<file path="config.mk">
export PLATFORM = sky130hd
export DESIGN_NAME = spi_cmd_ctrl
export DESIGN_NICKNAME = d
export VERILOG_FILES = /design/src/rtl/spi_cmd_ctrl.sv
export SDC_FILE = /design/constraint.sdc
export NUM_CORES = 1
export LEC_CHECK = 0
export CORE_MARGIN = 3
export CORE_UTILIZATION = 45
export CTS_BUF_LIST = sky130_fd_sc_hd__clkbuf_8
export CTS_CLUSTER_DIAMETER = 40
export DETAILED_ROUTE_END_ITERATION = 16
export MAX_ROUTING_LAYER = met4
export PLACE_DENSITY = 0.72
export SETUP_SLACK_MARGIN = 0.02
export SYNTH_ARGS = -nofsm -noshare
export SYNTH_HDL_FRONTEND = slang
export SYNTH_SLANG_ARGS = --single-unit
</file>
<file path="constraint.sdc">
create_clock -name clk -period 3.92 [get_ports clk]
set_input_delay 0.392 -clock clk [delete_from_list [all_inputs] [get_ports clk]]
set_output_delay 0.392 -clock clk [all_outputs]
set_load 0.02 [all_outputs]
</file>
<file path="src/rtl/spi_cmd_ctrl.sv">
// Command sequencer between the SPI slave's parallel side and the config register bank.
// Define SPI_CMD_PARITY_EN to enable odd-parity checking on frames and odd parity on responses.
//
// state | meaning
// IDLE  | waiting for rdy_spi, frame captured on the pulse
// DEC   | decode op/addr, classify status
// EXEC  | register write or read, response word latched
// PUSH  | waiting for spi_busy=0, push_tx strobed in the leaving cycle
// ACK   | ack_fetch_spi held until the next frame starts (spi_busy=1)
module spi_cmd_ctrl #(
  parameter int          REG_NUM     = 16,
  parameter logic [15:0] REG_RST_VAL = 16'h0,
  parameter int          TIMEOUT_CYC = 4096
) (
  input  logic                   clk,
  input  logic                   rst,
  input  logic [31:0]            rx_output,
  input  logic                   rdy_spi,
  input  logic                   spi_busy,
  output logic [31:0]            tx_input,
  output logic                   push_tx,
  output logic                   ack_fetch_spi,
  output logic [REG_NUM*16-1:0]  cfg_regs,
  output logic                   cmd_err
);

  localparam logic [2:0] IDLE = 3'd0;
  localparam logic [2:0] DEC  = 3'd1;
  localparam logic [2:0] EXEC = 3'd2;
  localparam logic [2:0] PUSH = 3'd3;
  localparam logic [2:0] ACK  = 3'd4;

  localparam logic [1:0] OP_NOP = 2'b00;
  localparam logic [1:0] OP_WR  = 2'b01;
  localparam logic [1:0] OP_RD  = 2'b10;
  localparam logic [1:0] OP_RSV = 2'b11;

  localparam logic [1:0] ST_OK   = 2'b00;
  localparam logic [1:0] ST_ADDR = 2'b01;
  localparam logic [1:0] ST_RSV  = 2'b10;
  localparam logic [1:0] ST_PAR  = 2'b11;

  localparam logic [5:0]  STATUS_ADDR = 6'h3F;
  localparam logic [6:0]  REG_NUM_L   = 7'(REG_NUM);
  localparam int          AW          = (REG_NUM > 1) ? $clog2(REG_NUM) : 1;
  localparam logic [15:0] TMO_LOAD    = 16'(TIMEOUT_CYC);

  logic [2:0]  state;
  logic [1:0]  op_q;
  logic [5:0]  addr_q;
  logic [15:0] data_q;
  logic [1:0]  st_q;
  logic [1:0]  dec_st;
  logic        addr_ok;
  logic [15:0] regs [REG_NUM];
  logic [15:0] rd_val;
  logic [15:0] status;
  logic [7:0]  ovr_cnt;
  logic        tmo_sticky;
  logic [15:0] tmo_cnt;
  logic        tmo_hit;
  logic        ovr_evt;
  logic        reg_wr;
  logic        stat_clr;
  logic [15:0] rsp_data;
  logic [31:0] rsp;

`ifdef SPI_CMD_PARITY_EN
  logic        par_q;
`else
  logic        unused_rsv;
  assign unused_rsv = ^rx_output[23:16];
`endif

  assign addr_ok  = ({1'b0, addr_q} < REG_NUM_L) || (addr_q == STATUS_ADDR);
  assign rd_val   = regs[addr_q[AW-1:0]];
  assign status   = {7'b0, tmo_sticky, ovr_cnt};
  assign ovr_evt  = rdy_spi && (state != IDLE);
  assign reg_wr   = (state == EXEC) && (op_q == OP_WR) && (st_q == ST_OK) && (addr_q != STATUS_ADDR);
  assign stat_clr = (state == EXEC) && (op_q == OP_WR) && (st_q == ST_OK) && (addr_q == STATUS_ADDR);
  assign tmo_hit  = spi_busy && (tmo_cnt == 16'd1);

  assign push_tx       = (state == PUSH) && !spi_busy;
  assign ack_fetch_spi = (state == ACK);
  assign cmd_err       = (state == EXEC) && (st_q != ST_OK);

  always_comb begin
    dec_st = ST_OK;
`ifdef SPI_CMD_PARITY_EN
    if (!par_q)
      dec_st = ST_PAR;
    else
`endif
    if (op_q == OP_RSV)
      dec_st = ST_RSV;
    else if (!addr_ok)
      dec_st = ST_ADDR;
  end

  always_comb begin
    rsp_data = 16'h0;
    if (st_q == ST_OK) begin
      case (op_q)
        OP_RD:   rsp_data = (addr_q == STATUS_ADDR) ? status : rd_val;
        OP_WR:   rsp_data = data_q;
        default: rsp_data = 16'h0;
      endcase
    end
    rsp = {st_q, addr_q, 8'h00, rsp_data};
`ifdef SPI_CMD_PARITY_EN
    rsp[23] = ~(^rsp);
`endif
  end

  always_ff @(posedge clk) begin
    if (rst) begin
      state    <= IDLE;
      op_q     <= OP_NOP;
      addr_q   <= 6'h0;
      data_q   <= 16'h0;
      st_q     <= ST_OK;
      tx_input <= 32'h0;
`ifdef SPI_CMD_PARITY_EN
      par_q    <= 1'b1;
`endif
    end else begin
      case (state)
        IDLE: if (rdy_spi) begin
          op_q   <= rx_output[31:30];
          addr_q <= rx_output[29:24];
          data_q <= rx_output[15:0];
`ifdef SPI_CMD_PARITY_EN
          par_q  <= ^rx_output;
`endif
          state  <= DEC;
        end
        DEC: begin
          st_q  <= dec_st;
          state <= EXEC;
        end
        EXEC: begin
          tx_input <= rsp;
          state    <= PUSH;
        end
        PUSH:    if (!spi_busy) state <= ACK;
        ACK:     if (spi_busy) state <= IDLE;
        default: state <= IDLE;
      endcase
    end
  end

  always_ff @(posedge clk) begin
    if (rst) begin
      for (int i = 0; i < REG_NUM; i++) regs[i] <= REG_RST_VAL;
    end else if (reg_wr) begin
      regs[addr_q[AW-1:0]] <= data_q;
    end
  end

  // Down-counter reloaded while the bus is idle; terminal count flags the timeout.
  always_ff @(posedge clk) begin
    if (rst || !spi_busy)
      tmo_cnt <= TMO_LOAD;
    else if (tmo_cnt != 16'd0)
      tmo_cnt <= tmo_cnt - 16'd1;
  end

  // A status clear in the same cycle overrides a new overrun or timeout.
  always_ff @(posedge clk) begin
    if (rst || stat_clr) begin
      ovr_cnt    <= 8'h0;
      tmo_sticky <= 1'b0;
    end else begin
      if (ovr_evt && (ovr_cnt != 8'hFF)) ovr_cnt <= ovr_cnt + 8'd1;
      if (tmo_hit) tmo_sticky <= 1'b1;
    end
  end

  for (genvar g = 0; g < REG_NUM; g++) begin : g_flat
    assign cfg_regs[16*g +: 16] = regs[g];
  end

endmodule

</file>
==> results of run 1 <==
## how the worst max path moves through the flow
stage,from,end,slack (ns)
3_3_place_gp,state[1],regs[15][15],1.06
3_5_place_dp,state[1],regs[15][15],0.95
2_1_floorplan,state[1],regs[4][0],1.76
5_1_grt,state[1],regs[15][4],0.76
4_1_cts,state[1],regs[15][7],0.92
6_report,state[1],regs[15][7],0.93
## critical path, stage by stage (launching register included)
cell,delay (ns)
dfxtp_1,0.46
nor3b_4,0.22
buf_4,0.22
nand4_4,0.10
buf_4,0.28
nor4_4,0.80
or2_2,0.53
## layout make-up
cell class	count	area, sq um
clock inverters	51	330
repair buffers	336	3310
clock buffers	58	798
inverters	11	41.3
well taps	455	569
multi-input cells	767	5950
flip-flops and latches	338	9330
fillers	2773	14300
## cells in the final DEF, fill, tap and decap left out, drive strengths merged, types with 4 or more instances in the layout
master	instances
bufinv	4
nand2	115
buf	27
a2bb2oi	9
or4	13
conb	8
clkdlybuf4s50	309
dfxtp	82
a22oi	7
clkinvlp	5
a221oi	9
nand2b	4
ha	7
nand3	21
nor3	14
or3	7
nor4	14
a21oi	51
o211ai	9
clkinv	24
nand4b	10
o31ai	8
o21ai	9
a311oi	9
and2	261
a32oi	9
or2	29
inv	29
mux2	14
clkbuf	58
edfxtp	256
mux4	55
nor2	17
mux2i	30
## cell families after synthesis
group,synth area share (%)
flip-flops,59.0
multiplexers,10.7
other,0.0237
AO/OA/AOI/OAI,5.73
adder cells (fa/ha/maj),0.554
AND/OR/NAND/NOR,20.3
buffers and inverters,3.61
XOR/XNOR,0.111
## per-stage QoR
stage / power (uW) / util (%)
after floorplan: 4750 / -
after global routing: 8540 / 58.7
final: 8270 / 58.7
after detailed placement: 5200 / 55.4
after CTS: 8310 / 58.7
after global placement: 5180 / 55.4
## layer usage
layer | track usage (%) | vias to the layer above
met5 | - | -
met3 | 5.66 | 73
met2 | 41.8 | 663
met1 | 35.3 | 5738
li1 | - | 5035
met4 | 8.47 | 0
## state kept, by name, indices dropped and copies added, names as in the netlist, named ones only
register,flops
regs,256
st_q,2
tx_input,24
op_q,2
tmo_cnt,16
tmo_sticky,1
addr_q,6
ovr_cnt,8
data_q,16
state,3
## report_power, final
part           total [uW]  switching [uW]  leakage (uW)  internal, uW
sequential           4180             202       0.00331          3970
clock                3140            1490      0.000626          1650
combinational         951             544       0.00329           407
==> results_dict.tcl, run 1 <==
set metrics [dict create \
    reg2regPathDepth 6 \
    hold_path_end "data_q[3]" \
    synthToLayoutAreaGrowth_pct 28.5 \
    synth_commonest_cells "and2_1 (261), edfxtp_1 (256), nand2_1 (114)" \
    post-place-ws_ns 0.954 \
    fin_nets 1555 \
    startpoint_type "flop" \
    async_flop_share_pct 0 \
    post-synth-top-count-cell "and2_1" \
    min_path_type "in -> reg" \
    r2r_start "state[1]" \
    wl_per_cell_um 25.1 \
    cts_buffers 58 \
    fin_ws_ns 0.929 \
    yosys_warnings 0 \
    cts_root_buffer "clkbuf_8" \
    grt_antenna_before_repair 0 \
    synth_top_area_share_pct 48.6 \
    num_rows 68 \
    grt_pass1_vias 11500 \
    vdd_ir_drop_max_mv 0.303 \
    coreArea_sq_um 34600 \
    routed.top_layer "met4" \
    final_cells 2016 \
    clk_pin_slew_ns 0.06 \
    grt_max_degree 68 \
    num_antenna_cells 0 \
    wl_met1_um 20400 \
    portBuffers 310 \
    p_leak_uw 0.00722 \
    finalClockSkew_ns 0.0248 \
    cts_tree "done" \
    htree_levels 2 \
    dpl.hpwl_um 36200 \
    dr_total_vias 11500 \
    synth.avg_cell_area_sq_um 13.0 \
    ctsResizeCount 0 \
    synth_cell_type_count 61 \
    max_freq_mhz 334 \
    path_class "reg -> reg" \
    holdCritStartpoint "rx_output[3]" \
    finalCriticalPeriod_ns 2.99 \
    setup_viol 0 \
    cts_buffer_depth 3 \
    status "finished clean" \
    dr_wl_met3_um 4890 \
    ys_seq_area_share_pct 59.0 \
    routed-wl-met2_um 23900 \
    overflow 0 \
    drive_above_1_share_pct 14.5 \
    place_area_sq_um 19200 \
    worstReg2RegEnd "regs[15][7]" \
    first_pass_iters 5 \
    die_h_um 194 \
    via_per_inst 5.71 \
    ys_seq_elements 338 \
    start_util_pct 45.7 \
    drt_iter0_markers 1103 \
    synth_area_leaders "edfxtp_1 (49%), dfxtp_1 (10%), and2_1 (10%), mux4_2 (7.8%), nand2_1 (2.7%)" \
    place.gp.congestion 0.904 \
    synth_edf_count 256 \
    rsz0062_at_grt "no" \
    cts_sinks 338 \
    hold_ws_ns 0.331 \
    end_kind "flop" \
    final_area_sq_um 20300 \
    drt-total-wl_um 50600 \
    synthFlopType "edfxtp_1" \
    crit_fanout 17 \
    final-hold-violation-count 0 \
    worstMarginPinSlew_ns 1.10 \
    cp.arrival_ns 3.24 \
    hold_depth 3 \
    ioPinCount 327 \
    cts_setup_buffers 0 \
    powerDensity_nw_per_um2 407 \
    grt_first_pass_wirelength_um 74000 \
    reg2reg_slack_ns 0.93 \
    dp_cells 1907 \
    drc 0 \
    maxSlewHeadroom_pct 26.6 \
    timing.final.crit_share_pct 76.3 \
    drtAntennaViolNets 0 \
    die-area_sq_um 37400 \
    yosys.area.top_type "edfxtp_1" \
    cp.required_ns 4.17 \
    grtUsageTotal_pct 26.7 \
    ctsHoldBuffers 0 \
    syn_area_sq_um 15800 \
    drv_cap 0 \
    die_x_um 194 \
    clock_latency_ns 0.61 \
    tns_ns 0 \
    syn_inst 1216 \
    finalMaxSlewViolations 0 \
]
(Power assumes the default switching activity.)
==> run 2: changes to the inputs <==
- clock period: 3.92 -> 3.02 ns (I/O delays scaled with it)
==> results_dict.tcl, run 2 (synthesized netlist as in run 1, its figures left out) <==
set metrics [dict create \
    fill_cells 2770 \
    cts_buffer_depth 3 \
    cts_tree "done" \
    hold_ws_ns 0.267 \
    vdd_ir_drop_max_mv 0.311 \
    ctsResizeCount 0 \
    timing.final.crit_share_pct 91.3 \
    ctsHoldBuffers 0 \
    max_freq_mhz 363 \
    place.gp.congestion 0.901 \
    hold_depth 3 \
    grtUsageTotal_pct 26.9 \
    cp.arrival_ns 2.45 \
    startpoint_type "flop" \
    p_leak_uw 0.00731 \
    fin_ws_ns 0.264 \
    cts_setup_buffers 0 \
    num_rows 68 \
    htree_levels 2 \
    drive_above_1_share_pct 15.3 \
    first_pass_iters 5 \
    coreArea_sq_um 34600 \
    drt-total-wl_um 50400 \
    worstMarginPinSlew_ns 1.17 \
    fin_nets 1570 \
    grt_pass1_vias 11400 \
    finalClockSkew_ns 0.0237 \
    min_path_type "in -> reg" \
    reg_top3 "regs (256), tx_input (24)" \
    clock_latency_ns 0.61 \
    via_per_inst 5.66 \
    post-place-ws_ns 0.371 \
    end_kind "output pin" \
    ioPinCount 327 \
    die_x_um 194 \
    status "finished clean" \
    cts_sinks 338 \
    grt_max_degree 68 \
    drv_cap 0 \
    overflow 0 \
    setup_viol 0 \
    cp.required_ns 2.72 \
    clk_pin_slew_ns 0.06 \
    path_class "reg -> out" \
    crit_fanout 29 \
    drc 0 \
    dpl.hpwl_um 36800 \
    cts_root_buffer "clkbuf_8" \
    portBuffers 310 \
    grt_antenna_before_repair 0 \
    layout_common_cells "clkdlybuf4s50_1 (309), and2_1 (261), edfxtp_1 (256)" \
    die_h_um 194 \
    rsz0062_at_grt "no" \
    finalCriticalPeriod_ns 2.76 \
    drt_iter0_markers 1232 \
    finalMaxSlewViolations 0 \
    drtAntennaViolNets 0 \
    multi_input_area_sq_um 5950 \
    die-area_sq_um 37400 \
    tns_ns 0 \
    wl_per_cell_um 24.9 \
    num_antenna_cells 0 \
    final-hold-violation-count 0 \
    synthToLayoutAreaGrowth_pct 29.1 \
    final_common_cell "clkdlybuf4s50_1" \
    largest_reg_flops 256 \
    top_register "regs" \
    grt_first_pass_wirelength_um 73800 \
    seqCellArea_sq_um 9330 \
    powerDensity_nw_per_um2 525 \
    maxSlewHeadroom_pct 21.4 \
    reg2regPathDepth 4 \
    dr_total_vias 11400 \
    start_util_pct 45.7 \
    cts_buffers 58 \
]
-- run 2: changes by cell type in the layout (fill, tap and decap cells not counted) --
cell | before | now
buf_4 | 25 | 40
inv_8 | 0 | 1
inv_1 | 28 | 29
clkinvlp_4 | 5 | 2
clkbuf_8 | 58 | 60
clkinv_1 | 16 | 9
clkinv_2 | 8 | 7
-- run 2: stage by stage --
step | std cells | cell area (sq um) | util (%) | power (uW)
6_report | 2024 | 20400 | 59.0 | 10700
5_1_grt | 2024 | 20400 | 59.0 | 11100
4_1_cts | 2024 | 20400 | 59.0 | 10800
3_5_place_dp | 1922 | 19300 | 55.8 | 6770
3_3_place_gp | 1922 | 19300 | 55.8 | 6750
2_1_floorplan | 1223 | 15800 | - | 6170
-- run 2: worst max-delay path, cell delays in order, from the launching register on --
cell and delay, ns:
dfxtp_1 0.48, or3b_4 0.60, nor2_1 0.17, clkdlybuf4s50_1 0.62
-- run 2: area by class of cell --
type / count / area share [%]
clock buffer: 60 / 4.04
clock inverter: 42 / 1.43
sequential: 338 / 45.7
tap: 455 / 2.79
timing repair buffer: 351 / 16.7
inverter: 11 / 0.202
multi-input combinational: 767 / 29.1
-- run 2: per-layer routing --
layer / global-route usage [%] / share of wire (%) / up-vias
met3: 5.17 / 9.2 / 97
li1: - / - / 5069
met2: 42.1 / 47 / 668
met1: 35.2 / 40 / 5613
met4: 9.80 / 4.0 / 0
met5: - / 0 / -
-- run 2: final timing paths --
| path | start | endpoint | slack (ns) |
|---|---|---|---|
| worst max-delay path | state[1] | cmd_err | 0.26 |
| worst min-delay path | rx_output[4] | data_q[4] | 0.27 |
| worst max register to register | state[1] | regs[5][10] | 0.36 |
| worst min register to register | tx_input[29] | tx_input[29] | 0.46 |
-- run 2: report_power, final --
group | total [uW] | switching [uW] | internal, uW
Sequential | 5390 | 234 | 5160
Combinational | 1280 | 739 | 545
Clock | 4040 | 1860 | 2180
